[src/rtl/rca_seq_pkg.sv]
// rca_seq_pkg
//   Shared definitions for the sequential ripple-carry adder controller:
//   slice width, controller state encoding and the nibble-counter width helper.
//   No ports.
package rca_seq_pkg;

  localparam int NIBBLE_W = 4;

  typedef enum logic [1:0] {
    IDLE = 2'd0,
    RUN  = 2'd1,
    DONE = 2'd2
  } state_t;

  // Counter must be at least one bit wide, even when there is a single nibble.
  function automatic int cnt_w(input int nib);
    return (nib <= 1) ? 1 : $clog2(nib);
  endfunction

endpackage

[src/rtl/rca_seq_adder_ctrl_nibble_add4.sv]
// nibble_add4
//   Combinational 4-bit ripple-carry adder slice.
//   Ports:
//     i_a, i_b  4-bit addends
//     i_ci      carry in
//     o_s       4-bit sum
//     o_co      carry out of bit 3
module nibble_add4
  import rca_seq_pkg::*;
(
  input  logic [NIBBLE_W-1:0] i_a,
  input  logic [NIBBLE_W-1:0] i_b,
  input  logic                i_ci,
  output logic [NIBBLE_W-1:0] o_s,
  output logic                o_co
);

  logic [NIBBLE_W:0] w_c;

  always_comb begin
    w_c    = '0;
    o_s    = '0;
    w_c[0] = i_ci;
    for (int i = 0; i < NIBBLE_W; i++) begin
      o_s[i]   = i_a[i] ^ i_b[i] ^ w_c[i];
      w_c[i+1] = (i_a[i] & i_b[i]) | (w_c[i] & (i_a[i] ^ i_b[i]));
    end
  end

  assign o_co = w_c[NIBBLE_W];

endmodule

[src/rtl/rca_seq_adder_ctrl.sv]
// rca_seq_adder_ctrl
//   Multi-cycle WIDTH-bit adder: one shared 4-bit ripple-carry slice is stepped
//   over the operand nibbles, LSB first, with the carry kept in a register.
//   Result appears WIDTH/4 edges after the input handshake.
//   Ports:
//     CLK, RST_N          clock (rising edge), async active-low reset
//     In_Valid/In_Ready   operand handshake (In_Ready = state IDLE)
//     A, B, Cin           operands, sampled on the input handshake
//     Sub                 subtract select (only with RCA_SEQ_SUB_EN defined)
//     Out_Valid/Out_Ready result handshake
//     Sum, Cout           result and MSB-nibble carry out
//     Busy                state != IDLE
//   Build option: define RCA_SEQ_SUB_EN to add the Sub port (A-B mode).
module rca_seq_adder_ctrl
  import rca_seq_pkg::*;
#(
  parameter int WIDTH = 16
) (
  input  logic             CLK,
  input  logic             RST_N,
  input  logic             In_Valid,
  output logic             In_Ready,
  input  logic [WIDTH-1:0] A,
  input  logic [WIDTH-1:0] B,
  input  logic             Cin,
`ifdef RCA_SEQ_SUB_EN
  input  logic             Sub,
`endif
  output logic             Out_Valid,
  input  logic             Out_Ready,
  output logic [WIDTH-1:0] Sum,
  output logic             Cout,
  output logic             Busy
);

  localparam int NIB = WIDTH / NIBBLE_W;
  localparam int CW  = cnt_w(NIB);
  localparam logic [CW-1:0] LAST = CW'(NIB - 1);

  if ((WIDTH % NIBBLE_W) != 0 || WIDTH < NIBBLE_W) begin : g_bad_width
    $error("rca_seq_adder_ctrl: WIDTH must be a multiple of 4 and >= 4");
  end

  state_t               r_state;
  logic [CW-1:0]        r_cnt;
  logic                 r_carry;
  logic [WIDTH-1:0]     r_a;
  logic [WIDTH-1:0]     r_b;
  logic [WIDTH-1:0]     r_sum;
  logic                 r_cout;
  logic                 r_ovalid;
`ifdef RCA_SEQ_SUB_EN
  logic                 r_sub;
`endif

  logic [NIBBLE_W-1:0]  w_a_nib;
  logic [NIBBLE_W-1:0]  w_b_raw;
  logic [NIBBLE_W-1:0]  w_b_nib;
  logic [NIBBLE_W-1:0]  w_s;
  logic                 w_co;
  logic                 w_start_carry;

  // Controller selects nibble r_cnt of each captured operand for the slice.
  assign w_a_nib = r_a[int'(r_cnt)*NIBBLE_W +: NIBBLE_W];
  assign w_b_raw = r_b[int'(r_cnt)*NIBBLE_W +: NIBBLE_W];

`ifdef RCA_SEQ_SUB_EN
  // Subtract as A + ~B + 1: invert B per nibble, force the initial carry.
  assign w_b_nib       = r_sub ? ~w_b_raw : w_b_raw;
  assign w_start_carry = Sub ? 1'b1 : Cin;
`else
  assign w_b_nib       = w_b_raw;
  assign w_start_carry = Cin;
`endif

  nibble_add4 u_slice (
    .i_a  (w_a_nib),
    .i_b  (w_b_nib),
    .i_ci (r_carry),
    .o_s  (w_s),
    .o_co (w_co)
  );

  // Handshake outputs decode registered state only, so no input-to-ready path.
  assign In_Ready  = (r_state == IDLE);
  assign Busy      = (r_state != IDLE);
  assign Out_Valid = r_ovalid;
  assign Sum       = r_sum;
  assign Cout      = r_cout;

  always_ff @(posedge CLK or negedge RST_N) begin
    if (!RST_N) begin
      r_state  <= IDLE;
      r_cnt    <= '0;
      r_carry  <= 1'b0;
      r_a      <= '0;
      r_b      <= '0;
      r_sum    <= '0;
      r_cout   <= 1'b0;
      r_ovalid <= 1'b0;
`ifdef RCA_SEQ_SUB_EN
      r_sub    <= 1'b0;
`endif
    end else begin
      case (r_state)
        IDLE: begin
          if (In_Valid) begin
            r_a     <= A;
            r_b     <= B;
            r_carry <= w_start_carry;
            r_cnt   <= '0;
            r_sum   <= '0;  // unprocessed nibbles read as zero
`ifdef RCA_SEQ_SUB_EN
            r_sub   <= Sub;
`endif
            r_state <= RUN;
          end
        end
        RUN: begin
          r_sum[int'(r_cnt)*NIBBLE_W +: NIBBLE_W] <= w_s;
          r_carry <= w_co;
          if (r_cnt == LAST) begin
            r_cout   <= w_co;
            r_ovalid <= 1'b1;
            r_cnt    <= '0;
            r_state  <= DONE;
          end else begin
            r_cnt <= r_cnt + 1'b1;
          end
        end
        DONE: begin
          if (Out_Ready) begin
            r_ovalid <= 1'b0;
            r_state  <= IDLE;
          end
        end
        default: begin
          r_ovalid <= 1'b0;
          r_state  <= IDLE;
        end
      endcase
    end
  end

endmodule
[config.mk]
export PLATFORM = sky130hd
export DESIGN_NAME = rca_seq_adder_ctrl
export DESIGN_NICKNAME = d
export VERILOG_FILES = /design/src/rtl/rca_seq_pkg.sv /design/src/rtl/rca_seq_adder_ctrl_nibble_add4.sv /design/src/rtl/rca_seq_adder_ctrl.sv
export SDC_FILE = /design/constraint.sdc
export NUM_CORES = 1
export LEC_CHECK = 0
export BUFFER_PORTS_ARGS = -buffer_cell sky130_fd_sc_hd__buf_2
export CAP_MARGIN = 25
export CORE_MARGIN = 2
export CORE_UTILIZATION = 35
export CTS_CLUSTER_DIAMETER = 50
export DETAILED_ROUTE_END_ITERATION = 12
export GPL_ROUTABILITY_DRIVEN = 0
export GPL_TIMING_DRIVEN = 1
export SYNTH_ARGS = -nofsm -noshare
export SYNTH_HDL_FRONTEND = slang
export SYNTH_SLANG_ARGS = --single-unit
[constraint.sdc]
create_clock -name CLK -period 3.1 [get_ports CLK]
set_input_delay 0 -clock CLK [delete_from_list [all_inputs] [get_ports CLK]]
set_output_delay 0 -clock CLK [all_outputs]
set_load 0.05 [all_outputs]
==> flow_metrics.env <==
export IMPL_syn_instance_count=180
export IMPL_finalSetupViolCount=0
export IMPL_first_pass_grt_wire_length_um=9811
export IMPL_timing_final_hold_violations=0
export IMPL_first_global_vias=1949
export IMPL_highest_clock_rate_ghz=0.3609
export IMPL_maxSlewViolCount=0
export IMPL_ys_warnings_count=0
export IMPL_power_per_cell_area_nw_per_um2=1160
export IMPL_dieHeight_um=91.34
export IMPL_synth_top_cell_area_share_pct=51.55
export IMPL_yosys_register_bits=55
export IMPL_power_leakage_nw=1.708
export IMPL_cts_buffers=5
export IMPL_clock_sink_count=55
export IMPL_antennaDiodeCount=0
export IMPL_port_buffers=56
export IMPL_max_cap_violations=0
export IMPL_tightest_slew_ns=0.4801
export IMPL_timing_critical_path_to_type="flop"
export IMPL_yosys_cell_types_count=30
export IMPL_synth_edf_count=0
export IMPL_synthFlopType="sky130_fd_sc_hd__dfrtp_1"
export IMPL_i_o_pin_count=57
export IMPL_overflow=0
export IMPL_clk_latency_ns=0.31
export IMPL_path_clk_slew_ns=0.10
export IMPL_core_area_um2=7331
export IMPL_longest_clk_path_bufs=2
export IMPL_critical_path_class="reg2reg"
export IMPL_dieWidth_um=91.34
export IMPL_drt_iter0_markers=50
export IMPL_vdd_ir_drop_worst_mv=0.4461
export IMPL_drt_antenna_violating_nets=0
export IMPL_drt_drc_violations_left=0
export IMPL_final_cell_count_no_fill=376
export IMPL_hp_class="in2reg"
export IMPL_synth_yosys_seq_area_share_pct=51.55
export IMPL_worst_ep_arrival_time_ns=2.97
export IMPL_totalNegativeSetupSlack_ns=0
export IMPL_layout_nets=322
export IMPL_timing_max_slew_rel_slack_pct=67.54
export IMPL_layout_area_overhead_vs_synth_pct=32.80
export IMPL_first_pass_detailed_route_iteration_total=4
export IMPL_cts_tree="built"
export IMPL_layout_drive_gt1_share_pct=41.16
export IMPL_fin_area_um2=3546
export IMPL_detailed_place_area_um2=3053
export IMPL_initial_utilization_pct=36.42
export IMPL_clock_tree_root_cell="sky130_fd_sc_hd__clkbuf_8"
export IMPL_post_synth_instance_area_um2=2670
export IMPL_place_worst_setup_slack_ns=0.3276
export IMPL_clock_skew_final_ns=0.008207
export IMPL_layout_filler_cells=642
export IMPL_cts_max_level=2
export IMPL_dr_total_vias=1786
export IMPL_run_status="finished, final reports clean"
export IMPL_antenna_found_initial=0
export IMPL_avgSynthCellArea_um2=14.83
export IMPL_postSynthNetCount=226
export IMPL_critical_path_required_ns=3.30
export IMPL_detail_route_wirelength_um=5806
export IMPL_synth_top_cells_by_area="sky130_fd_sc_hd__dfrtp_1 52%, sky130_fd_sc_hd__mux2_4 17%, sky130_fd_sc_hd__mux4_2 6.7%, sky130_fd_sc_hd__fa_1 3.0%, sky130_fd_sc_hd__a22o_1 3.0%"
export IMPL_detailed_place_hpwl_um=4144
export IMPL_full_die_area_um2=8343
export IMPL_wl_per_cell_um=15.44
export IMPL_final_worst_hold_slack_ns=0.08858
export IMPL_number_of_cells_after_detailed_placement=333
export IMPL_min_period_over_period_pct=89.37
export IMPL_finalCriticalPeriod_ns=2.771
export IMPL_largest_net_degree_at_the_start_of_global_routing=45
export IMPL_synth_async_reset_ratio_pct=100.0
export IMPL_dr_vias_cell=4.750
export IMPL_final_critical_path_setup_slack_ns=0.3294
export IMPL_critPathLaunchType="flop"
export IMPL_row_count=31
export IMPL_synth_top_area_cell="sky130_fd_sc_hd__dfrtp_1"
export IMPL_critical_path_peak_fanout=4
export IMPL_setup_repair_after_global_routing_missed_its_margin="false"
export IMPL_grt_util_all_layers_pct=15.00
==> layout by cell type, fill, tap and decap left out <==
cell type,n
sky130_fd_sc_hd__nor3b_1,1
sky130_fd_sc_hd__o2bb2ai_1,8
sky130_fd_sc_hd__clkbuf_8,5
sky130_fd_sc_hd__mux2_2,3
sky130_fd_sc_hd__mux2_4,30
sky130_fd_sc_hd__or4b_1,1
sky130_fd_sc_hd__bufinv_16,2
sky130_fd_sc_hd__buf_4,6
sky130_fd_sc_hd__buf_12,1
sky130_fd_sc_hd__and2_2,1
sky130_fd_sc_hd__or2_4,1
sky130_fd_sc_hd__mux4_2,8
sky130_fd_sc_hd__nand3b_1,1
sky130_fd_sc_hd__o21bai_1,1
sky130_fd_sc_hd__inv_2,1
sky130_fd_sc_hd__a21o_1,4
sky130_fd_sc_hd__nor4b_1,2
sky130_fd_sc_hd__ha_1,5
sky130_fd_sc_hd__a21oi_1,3
sky130_fd_sc_hd__a22o_1,9
sky130_fd_sc_hd__and3b_1,1
sky130_fd_sc_hd__nand3_1,2
sky130_fd_sc_hd__o21ai_0,3
sky130_fd_sc_hd__fa_1,4
sky130_fd_sc_hd__buf_2,56
sky130_fd_sc_hd__dlygate4sd3_1,34
sky130_fd_sc_hd__inv_1,10
sky130_fd_sc_hd__nand2_1,9
sky130_fd_sc_hd__nor2b_1,2
sky130_fd_sc_hd__nor2_1,2
sky130_fd_sc_hd__clkbuf_1,1
sky130_fd_sc_hd__dfrtp_1,55
sky130_fd_sc_hd__and3_1,2
sky130_fd_sc_hd__nand4_1,1
sky130_fd_sc_hd__nand2b_1,2
==> what timing repair did <==
item | in CTS | in global routing
gates resized for setup | 0 | 0
hold buffers | 34 | 0
hold endpoints to repair | 77 | 0
buffers inserted | 0 | 0
==> path summary, 6_finish.rpt <==
kind / start / cells past startpoint / to / slack (ns)
max: r_cnt[0] / 10 / Sum[11] / 0.33
min: In_Valid / 3 / r_state[0] / 0.09
max reg2reg: r_cnt[0] / 10 / Sum[11] / 0.33
min reg2reg: Sum[14] / 1 / Sum[14] / 0.50
max in group asynchronous: RST_N / 3 / r_b[15] / 2.51
min in group asynchronous: RST_N / 2 / r_state[1] / 0.11
==> through the flow <==
step | utilization (%) | power, mW
finish | 48.37 | 4.112
floorplan | - | 2.982
global route | 48.37 | 4.418
global placement | 41.65 | 3.518
detailed placement | 41.65 | 3.556
CTS | 48.10 | 4.156
==> state kept, by name (all words and copies together) (netlist names) <==
name and count:
Cout 1, r_a 16, r_b 16, r_state 2
Sum 16, r_cnt 2, r_carry 1, Out_Valid 1
==> cells by family after synthesis <==
family,share of synthesized area (%)
compound gates,8.107
fa+ha+maj,5.342
flops,51.55
mux,24.88
buf+inv,4.077
simple gates,6.046
==> routing by layer <==
| layer | GRT usage (%) | routed length [um] |
|---|---|---|
| met1 | 20.95 | 2729 |
| met2 | 24.14 | 2762 |
| met3 | 3.071 | 251 |
| met5 | 0 | 0 |
| met4 | 3.535 | 62 |
==> synth_stat cells, types with 4 or more instances <==
cell / number
sky130_fd_sc_hd__a21o_1: 4
sky130_fd_sc_hd__a22o_1: 9
sky130_fd_sc_hd__ha_1: 5
sky130_fd_sc_hd__inv_1: 10
sky130_fd_sc_hd__mux4_2: 8
sky130_fd_sc_hd__o2bb2ai_1: 8
sky130_fd_sc_hd__buf_6: 5
sky130_fd_sc_hd__dfrtp_1: 55
sky130_fd_sc_hd__fa_1: 4
sky130_fd_sc_hd__mux2_4: 30
sky130_fd_sc_hd__nand2_1: 9
==> critical path: stages, from the launching register on <==
cell	delay [ns]
sky130_fd_sc_hd__dfrtp_1	0.44
sky130_fd_sc_hd__mux4_2	0.36
sky130_fd_sc_hd__inv_1	0.05
sky130_fd_sc_hd__fa_1	0.39
sky130_fd_sc_hd__inv_1	0.08
sky130_fd_sc_hd__fa_1	0.16
sky130_fd_sc_hd__inv_1	0.05
sky130_fd_sc_hd__fa_1	0.36
sky130_fd_sc_hd__inv_1	0.08
sky130_fd_sc_hd__fa_1	0.47
sky130_fd_sc_hd__a22o_1	0.23
==> power breakdown <==
group	switching (mW)	total [mW]	internal, mW
sequential	0.256	1.31	1.05
combinational	1.21	2.25	1.04
clock	0.235	0.558	0.323
==> layout make-up <==
class                           instances  area (um2)  share of cell area [%]
Multi-Input combinational cell        106        1186                   33.45
Inverter                               11       41.29                   1.164
Tap cell                               99       123.9                   3.493
Sequential cell                        55        1376                   38.81
Clock inverter                          2       60.06                   1.694
Timing Repair Buffer                   97       685.7                   19.34
Clock buffer                            6       72.57                   2.047
(Power assumes the default switching activity.)
